## config.mk

```make
export PLATFORM = sky130hd
export DESIGN_NAME = sr_pq_gen
export DESIGN_NICKNAME = d
export VERILOG_FILES = /design/src/rtl/sr_pq_gen.sv
export SDC_FILE = /design/constraint.sdc
export NUM_CORES = 1
export LEC_CHECK = 0
export BUFFER_PORTS_ARGS = -buffer_cell sky130_fd_sc_hd__buf_2
export CAP_MARGIN = 20
export CORE_ASPECT_RATIO = 0.6
export CORE_MARGIN = 1.5
export CORE_UTILIZATION = 50
export DETAILED_ROUTE_END_ITERATION = 10
export GPL_TIMING_DRIVEN = 0
export PLACE_DENSITY = 0.78
export SETUP_SLACK_MARGIN = 0.1
export SYNTH_ARGS = -nofsm -noshare
export SYNTH_HDL_FRONTEND = slang
export SYNTH_SLANG_ARGS = --single-unit
```

## constraint.sdc

```tcl
create_clock -name clk -period 9 [get_ports clk]
set_clock_uncertainty 0.15 [all_clocks]
set_input_delay 1.35 -clock clk [delete_from_list [all_inputs] [get_ports clk]]
set_output_delay 1.35 -clock clk [all_outputs]
set_load 0.1 [all_outputs]
```

## src/rtl/sr_pq_gen.sv

```systemverilog
// Shift-register priority queue: a systolic array of sorted {key,data} cells with the head at cell 0.
// Each cell decides its own next value from its neighbours and whether the new entry beats it.

module sr_pq_cell #(
  parameter int KW        = 4,
  parameter int DW        = 4,
  parameter bit MAX_FIRST = 1'b1,
  parameter bit HEAD      = 1'b0
) (
  input  logic             clk,
  input  logic             rst,
  input  logic             i_clr,
  input  logic             i_ins,
  input  logic             i_rem,
  input  logic [KW+DW-1:0] i_new,
  input  logic             i_nb_prev,
  input  logic             i_nb_next,
  input  logic             i_dn_v,
  input  logic [KW+DW-1:0] i_dn_e,
  input  logic             i_up_v,
  input  logic [KW+DW-1:0] i_up_e,
  output logic             o_v,
  output logic [KW+DW-1:0] o_e,
  output logic             o_nb
);
  logic             r_v;
  logic [KW+DW-1:0] r_e;
  logic             w_v;
  logic [KW+DW-1:0] w_e;
  logic [KW-1:0]    w_nk, w_ck;

  assign w_nk = i_new[KW+DW-1 -: KW];
  assign w_ck = r_e[KW+DW-1 -: KW];
  // Strict compare: an equal key never beats, which queues ties in arrival order.
  assign o_nb = !r_v || (MAX_FIRST ? (w_nk > w_ck) : (w_nk < w_ck));

  always_comb begin
    w_v = r_v;
    w_e = r_e;
    if (i_ins && i_rem) begin
      if (i_nb_next && (HEAD || !o_nb)) begin
        w_v = 1'b1;
        w_e = i_new;
      end else if (!i_nb_next) begin
        w_v = i_up_v;
        w_e = i_up_e;
      end
    end else if (i_ins) begin
      if (o_nb && !i_nb_prev) begin
        w_v = 1'b1;
        w_e = i_new;
      end else if (i_nb_prev) begin
        w_v = i_dn_v;
        w_e = i_dn_e;
      end
    end else if (i_rem) begin
      w_v = i_up_v;
      w_e = i_up_e;
    end
  end

  always_ff @(posedge clk) begin
    if (rst || i_clr) begin
      r_v <= 1'b0;
      r_e <= '0;
    end else begin
      r_v <= w_v;
      r_e <= w_e;
    end
  end

  assign o_v = r_v;
  assign o_e = r_e;
endmodule

module sr_pq_gen #(
  parameter int KW        = 4,
  parameter int DW        = 4,
  parameter int DEPTH     = 8,
  parameter bit MAX_FIRST = 1'b1
) (
  input  logic                       clk,
  input  logic                       rst,
  input  logic                       flush,
  input  logic                       ivalid,
  output logic                       irdy,
  input  logic [KW+DW-1:0]           idata,
  output logic                       ovalid,
  input  logic                       ordy,
  output logic [KW+DW-1:0]           odata,
  output logic [$clog2(DEPTH+1)-1:0] count,
  output logic                       full,
  output logic                       empty
);
  localparam int EW = KW + DW;
  localparam int CW = $clog2(DEPTH+1);

  logic [CW-1:0]               r_cnt;
  logic                        w_ins, w_rem;
  logic [DEPTH-1:0]            w_v, w_upv, w_dnv, w_nbp;
  logic [DEPTH:0]              w_nb;
  logic [DEPTH-1:0][EW-1:0]    w_e, w_upe, w_dne;

  assign full   = (r_cnt == CW'(DEPTH));
  assign empty  = (r_cnt == '0);
  assign ovalid = w_v[0];
  assign odata  = w_e[0];
  assign count  = r_cnt;
  assign irdy   = !full || ordy;
  assign w_ins  = ivalid && irdy;
  assign w_rem  = w_v[0] && ordy;

  // Neighbour buses; past the tail is invalid and is beaten by any new entry.
  assign w_nb[DEPTH]          = 1'b1;
  assign w_nbp                = {w_nb[DEPTH-2:0], 1'b0};
  assign w_upv                = {1'b0, w_v[DEPTH-1:1]};
  assign w_dnv                = {w_v[DEPTH-2:0], 1'b0};
  assign w_upe[DEPTH-1]       = '0;
  assign w_upe[DEPTH-2:0]     = w_e[DEPTH-1:1];
  assign w_dne[0]             = '0;
  assign w_dne[DEPTH-1:1]     = w_e[DEPTH-2:0];

  for (genvar g = 0; g < DEPTH; g++) begin : g_cell
    sr_pq_cell #(.KW(KW), .DW(DW), .MAX_FIRST(MAX_FIRST), .HEAD(g == 0)) u_cell (
      .clk      (clk),
      .rst      (rst),
      .i_clr    (flush),
      .i_ins    (w_ins),
      .i_rem    (w_rem),
      .i_new    (idata),
      .i_nb_prev(w_nbp[g]),
      .i_nb_next(w_nb[g+1]),
      .i_dn_v   (w_dnv[g]),
      .i_dn_e   (w_dne[g]),
      .i_up_v   (w_upv[g]),
      .i_up_e   (w_upe[g]),
      .o_v      (w_v[g]),
      .o_e      (w_e[g]),
      .o_nb     (w_nb[g])
    );
  end

  always_ff @(posedge clk) begin
    if (rst || flush)        r_cnt <= '0;
    else if (w_ins && !w_rem) r_cnt <= r_cnt + CW'(1);
    else if (w_rem && !w_ins) r_cnt <= r_cnt - CW'(1);
  end
endmodule

```

### Word-level counts from Yosys, hierarchy flattened

Cells that the tools add are included.

| operators by class | value |
|---|---|
| $add $sub $neg | 2 |
| magnitude comparators | 8 |
| equality and inequality tests | 16 |
| multiplexer cells | 108 |
| reductions and logical operators | 51 |

Operators with widths:

| cell | number |
|---|---|
| 2-to-1 mux 8 bit | 53 |
| 2-to-1 mux 1 bit | 53 |
| greater-than comparator 4 bit | 8 |
| inequality test 4 bit (second input constant) | 7 |
| inequality test 3 bit (second input constant) | 7 |
| AND reduction 3 bit | 7 |
| zero test 1 bit | 18 |
| logical AND 1 bit | 12 |
| logical OR 1 bit | 10 |
| 2-to-1 mux 4 bit | 2 |
| adder 4 x 1 -> 4 bit (second input constant) | 1 |
| equality test 4 bit (second input constant) | 1 |
| zero test 4 bit | 1 |
| subtractor 4 x 1 -> 4 bit (second input constant) | 1 |
| nonzero test 3 bit | 1 |
| inequality test 2 bit (second input constant) | 1 |
| AND reduction 2 bit | 1 |
| nonzero test 2 bit | 1 |

| word-level totals | value |
|---|---|
| flip-flop bits (word level) | 76 |
| input bits | 13 |
| word-level logic and storage cells | 202 |

### Longest topological paths before layout

| logic depth | value |
|---|---|
| word-level depth | 8 |
| gate-level depth with buffers | 13 |
| mapped depth without buffers | 12 |

### By module

Synthesis repeated with hierarchy kept, for this count alone.

| unflattened totals | value |
|---|---|
| cells, all modules | 795 |
| area, all modules | 6939.2 um^2 |

Modules (own cells, without submodules):

| module | instances | cells each | area an instance (um^2) | sequential area each (um^2) |
|---|---|---|---|---|
| sr_pq_cell (g_cell[1].u_cell ...) | 7 | 94 | 832.0 | 180.2 |
| sr_pq_cell (g_cell[0].u_cell) | 1 | 103 | 817.0 | 180.2 |
| sr_pq_gen | 1 | 34 | 297.8 | 80.1 |

### Worst setup path before layout

Ideal clock, no wire load.

| timing path | value |
|---|---|
| path kind | reg-to-reg |
| start | register r_cnt[3] (netlist: count[3]) |
| end | register g_cell[3].u_cell.r_e[5] |
| setup time | 0.074 ns |
| arrival | 5.184 ns |
| slack | 3.592 ns |
| cell stages (with the launch flop) | 13 |
| buffers on the path | 2 |
| clock period less this slack | 5.408 ns |
| cell sequence | dfxtp_1 or4b_4 inv_1 nand2b_1 and2_4 ha_1 inv_1 clkbuf_1 a221oi_1 a311oi_1 buf_2 o21ai_0 a31oi_1 |

| on the way | value |
|---|---|
| word-level cells in the longest chain between the ends | 7 |
| elaborated cells on any way between the ends | 11 |
| those cells by class | eq/ne: 3; mux: 2; reduce/logical: 6 |

RTL lines:

| element | RTL line | text |
|---|---|---|
| from (decl) | 98 | `logic [CW-1:0] r_cnt;` |
| from (signal assigned) | 145 | `else if (w_ins && !w_rem) r_cnt <= r_cnt + CW'(1);` |
| from (signal assigned) | 146 | `else if (w_rem && !w_ins) r_cnt <= r_cnt - CW'(1);` |
| equality test 4 bit (*) | 104 | `assign full = (r_cnt == CW'(DEPTH));` |
| net full | 92 | `output logic full,` |
| zero test 1 bit (*) | 109 | `assign irdy = !full \|\| ordy;` |
| logical OR 1 bit (*) | 109 |  |
| net irdy | 86 | `output logic irdy,` |
| logical AND 1 bit (*) | 110 | `assign w_ins = ivalid && irdy;` |
| logical AND 1 bit | 40 | `if (i_ins && i_rem) begin` |
| inequality test 4 bit (no source line), or another cell as far along | n/a |  |
| AND reduction 3 bit (no source line) | n/a |  |
| to (signal assigned) | 68 | `r_e <= w_e;` |
| to (decl) | 27 | `logic [KW+DW-1:0] r_e;` |

The timed path passes the listed nets; every way through them passes the cells marked *.
A chain may end at the register's enable or synchronous reset.

### Worst setup path after layout

| timing path | value |
|---|---|
| start | input idata[4] |
| end | register g_cell[4].u_cell.r_e[1] |

| on the way | value |
|---|---|
| word-level cells in the longest chain between the ends | 7 |
| elaborated cells on any way between the ends | 17 |
| those cells by class | order compare: 3; eq/ne: 2; mux: 4; reduce/logical: 8 |

RTL lines:

| element | RTL line | text |
|---|---|---|
| from (decl) | 87 | `input logic [KW+DW-1:0] idata,` |
| greater-than comparator 4 bit | 35 | `assign o_nb = !r_v \|\| (MAX_FIRST ? (w_nk > w_ck) : (w_nk < w_ck));` |
| logical OR 1 bit | 35 |  |
| zero test 1 bit | 49 | `if (o_nb && !i_nb_prev) begin` |
| logical AND 1 bit | 49 |  |
| 2-to-1 mux 8 bit | 49 |  |
| 2-to-1 mux 8 bit | 48 | `end else if (i_ins) begin` |
| 2-to-1 mux 8 bit | 40 |  |
| to (signal assigned) | 68 |  |
| to (decl) | 27 |  |

Parallel ways exist; a longest one is shown, timed or not.

==> impl_metrics.ini <==
[status]
run_status = finished, final reports clean

[synthesis]
mappedNetlistNets = 761
synthesis.area_per_instance_sq_um = 7.96
synth_largest_type_area_fraction_pct = 26.9
synth.top_cells.by_area = dfxtp_1, ha_1, o21ai_0
synth.yosys.seq_area_share_pct = 26.9
synth_top_area_cell = dfxtp_1
synthFlopType = dfxtp_1
synth-async-reset-ratio_pct = 0
post_synth_inst_count = 710
post_synth_instance_area_sq_um = 5650
synth_edf_count = 0
yosysWarningCount = 0
post_synthesis_sequential_element_count = 76
synthDistinctLibCells = 74

[clock_tree]
clock-sinks = 76
clock-root-buffer = clkbuf_16
cts_max_path_bufs = 2
cts_max_level = 3
clock_edge_transition_at_the_registers_on_the_reported_setup_and_hold_paths_ns = 0.06
cts_buffers = 9
insertion_delay_ns = 0.35
ctsResizeCount = 0
tritoncts = yes
postCtsSetupBuffers = 0
hold_buffers = 0

[sta]
max_slew_violations = 0
finalSetupTns_ns = 0
max_freq_mhz = 222
finalHoldViolCount = 0
final.setup.worst_slack_ns = 4.51
fin_crit_sh_pct = 49.9
max_slew.worst_pin.slew_ns = 1.26
report.final.setup_viol = 0
unrepaired_setup_endpoints_after_global_routing = false
slew_headroom_pct = 15.2
min_period_ns = 4.49

[worst_setup_path]
timing.critical_path.required_ns = 9.09
rr_worst_depth = 11
timing.critical_path.to_type = register
criticalPathCategory = in2reg
crit_path_start_kind = input port
arrival_ns = 4.58
crit_fanout = 11

[global_route]
maximum_number_of_pins_on_one_net_before_global_route_repair = 14
track_usage_pct = 36.2
antenna_violations_before_repair = 0
grt_pass1_vias = 6005
grt_remaining_overflow = 0
grt_first_pass_wirelength_um = 33200

[detailed_routing]
dr_total_vias = 6561
drcViolationCount = 0
initialDrtViolationCount = 1189
via_per_inst = 7.34
routedWlPerCell_um = 24.1
firstDrtPassIters = 6
count_of_antenna_violating_nets_left_after_detailed_routing = 0
routed_wl_um = 21600

[power]
reported_net_switching_power_uw = 334
power_per_cell_area_nw_per_um2 = 163
p_leak_nw = 2.32
ir_worst_vdd_v = 0.000111
internal_power_uw = 697
sequential_power_share_pct = 35.3
p_clk_share_pct = 42.9
comb_power_share_pct = 21.8
p_sw_share_pct = 32.4

[min_path]
timing.hold.worst.class = reg2reg
hold_depth = 1

[floorplanning]
placementRows = 29
pin_count = 29
core_area_sq_um = 10800
design.die.area_sq_um = 12000
die_w_um = 140
start_util_pct = 52.5
die_h_um = 85.4

[place]
worst_setup_slack_before_clock_tree_synthesis_ns = 4.17
finalWeightedCongestion = 0.972
placedInstanceArea_sq_um = 5960
hpwl_um = 15900
buffer_ports.inserted = 27

[layout]
drive_above_1_share_pct = 11.9
design_area_sq_um = 6320
area_growth_pct = 11.8
layout.nets = 801
num_antenna_cells = 0

[run]
maxCapViolations = 0
state kept, by name, indices dropped and copies added, names as in the netlist:
signal	count
count	4
g_cell.u_cell.o_e	64
g_cell.u_cell.o_v	8
power by group through the flow:
stage / logic (mW) / clock network (mW) / registers, mW
final: 0.225 / 0.442 / 0.364
after global routing: 0.239 / 0.451 / 0.366
after CTS: 0.215 / 0.437 / 0.363
after detailed placement: 0.214 / 0 / 0.371
after global placement: 0.204 / 0 / 0.370
after floorplan: 0.134 / 0 / 0.388
stage by stage:
stage	cells	hold slack (ns)	power, mW	utilization [%]
floorplan	710	0.302	0.522	-
detailed placement	876	0.341	0.584	55.3
global placement	876	0.319	0.574	55.3
finish	894	0.360	1.03	58.7
global route	894	0.366	1.06	58.7
CTS	892	0.352	1.02	58.6
logic make-up after synthesis:
logic type / Yosys count / synth area share [%]
AOI/OAI and AO/OA: 304 / 37.4
xor gates and xnor gates: 3 / 0.465
adders and majority gates: 38 / 8.54
buffers and inverters: 91 / 6.42
DFF: 76 / 26.9
muxes: 29 / 5.36
and+or+nand+nor: 169 / 14.9
layout make-up:
type                            instances  area [sq um]
Sequential cell                        76          1520
Inverter                               41           154
Tap cell                              139           174
Fill cell                             968          4450
Clock buffer                           11           243
Multi-Input combinational cell        543          3770
Clock inverter                          5           108
Buffer                                 50           209
Timing Repair Buffer                   29           145
synthesized netlist by cell type, drive strengths merged, types with 4 or more instances:
cell type and instances:
buf 17, a32o 16, mux2i 19, o32ai 7, mux2 10, a311oi 11, o21ai 77, nor2 31
o21bai 6, o21a 14, a21o 6, nor2b 9, clkbuf 33, nand3 40, dfxtp 76, o211ai 6
nand2b 6, nand2 45, and2 5, o31ai 13, o22ai 4, a22oi 10, a31oi 22, a221oi 5
a21oi 62, ha 37, a32oi 11, nor3 15, o221a 9, inv 41, and4 4
worst max-delay path, stage by stage:
cell	delay, ns
buf_2	0.11
inv_1	0.40
ha_1	0.34
and4_1	0.21
o21a_1	0.24
a211oi_1	1.00
clkbuf_1	0.46
a31oi_1	0.17
a32o_1	0.29
layout by cell type (no fill, tap or decap), types with 4 or more instances in the layout:
cell,count
ha_1,37
o221a_2,9
a221oi_1,4
clkbuf_1,34
inv_1,40
o21bai_1,6
nand2b_1,6
nand2_1,45
nor2_1,29
a32oi_1,11
o31ai_1,13
a311oi_1,11
a21oi_1,59
dfxtp_1,76
nor3_1,15
o21a_1,14
mux2_2,10
mux2i_1,19
o21ai_0,75
a31oi_1,21
o211ai_1,5
o22ai_1,4
and4_1,4
buf_2,40
nor2b_1,9
a21o_1,6
nand3_1,39
clkbuf_16,9
buf_1,5
a22oi_1,10
a32o_1,16
o32ai_1,7
worst paths after layout:
kind | from | endpoint | slack (ns)
min reg2reg | g_cell[6].u_cell.o_e[6] | g_cell[6].u_cell.o_e[6] | 0.36
max reg2reg | count[0] | g_cell[5].u_cell.o_e[1] | 4.92
min | g_cell[6].u_cell.o_e[6] | g_cell[6].u_cell.o_e[6] | 0.36
max | idata[4] | g_cell[4].u_cell.o_e[1] | 4.51
metal layers:
layer	vias to the layer above	routed length (um)	global-route usage, %
met1	3110	9370	53.8
met3	69	3550	11.7
li1	2810	-	-
met5	-	0	0
met4	0	516	11.4
met2	572	8130	48.4
No activity file was read; power rests on OpenSTA's default activity.
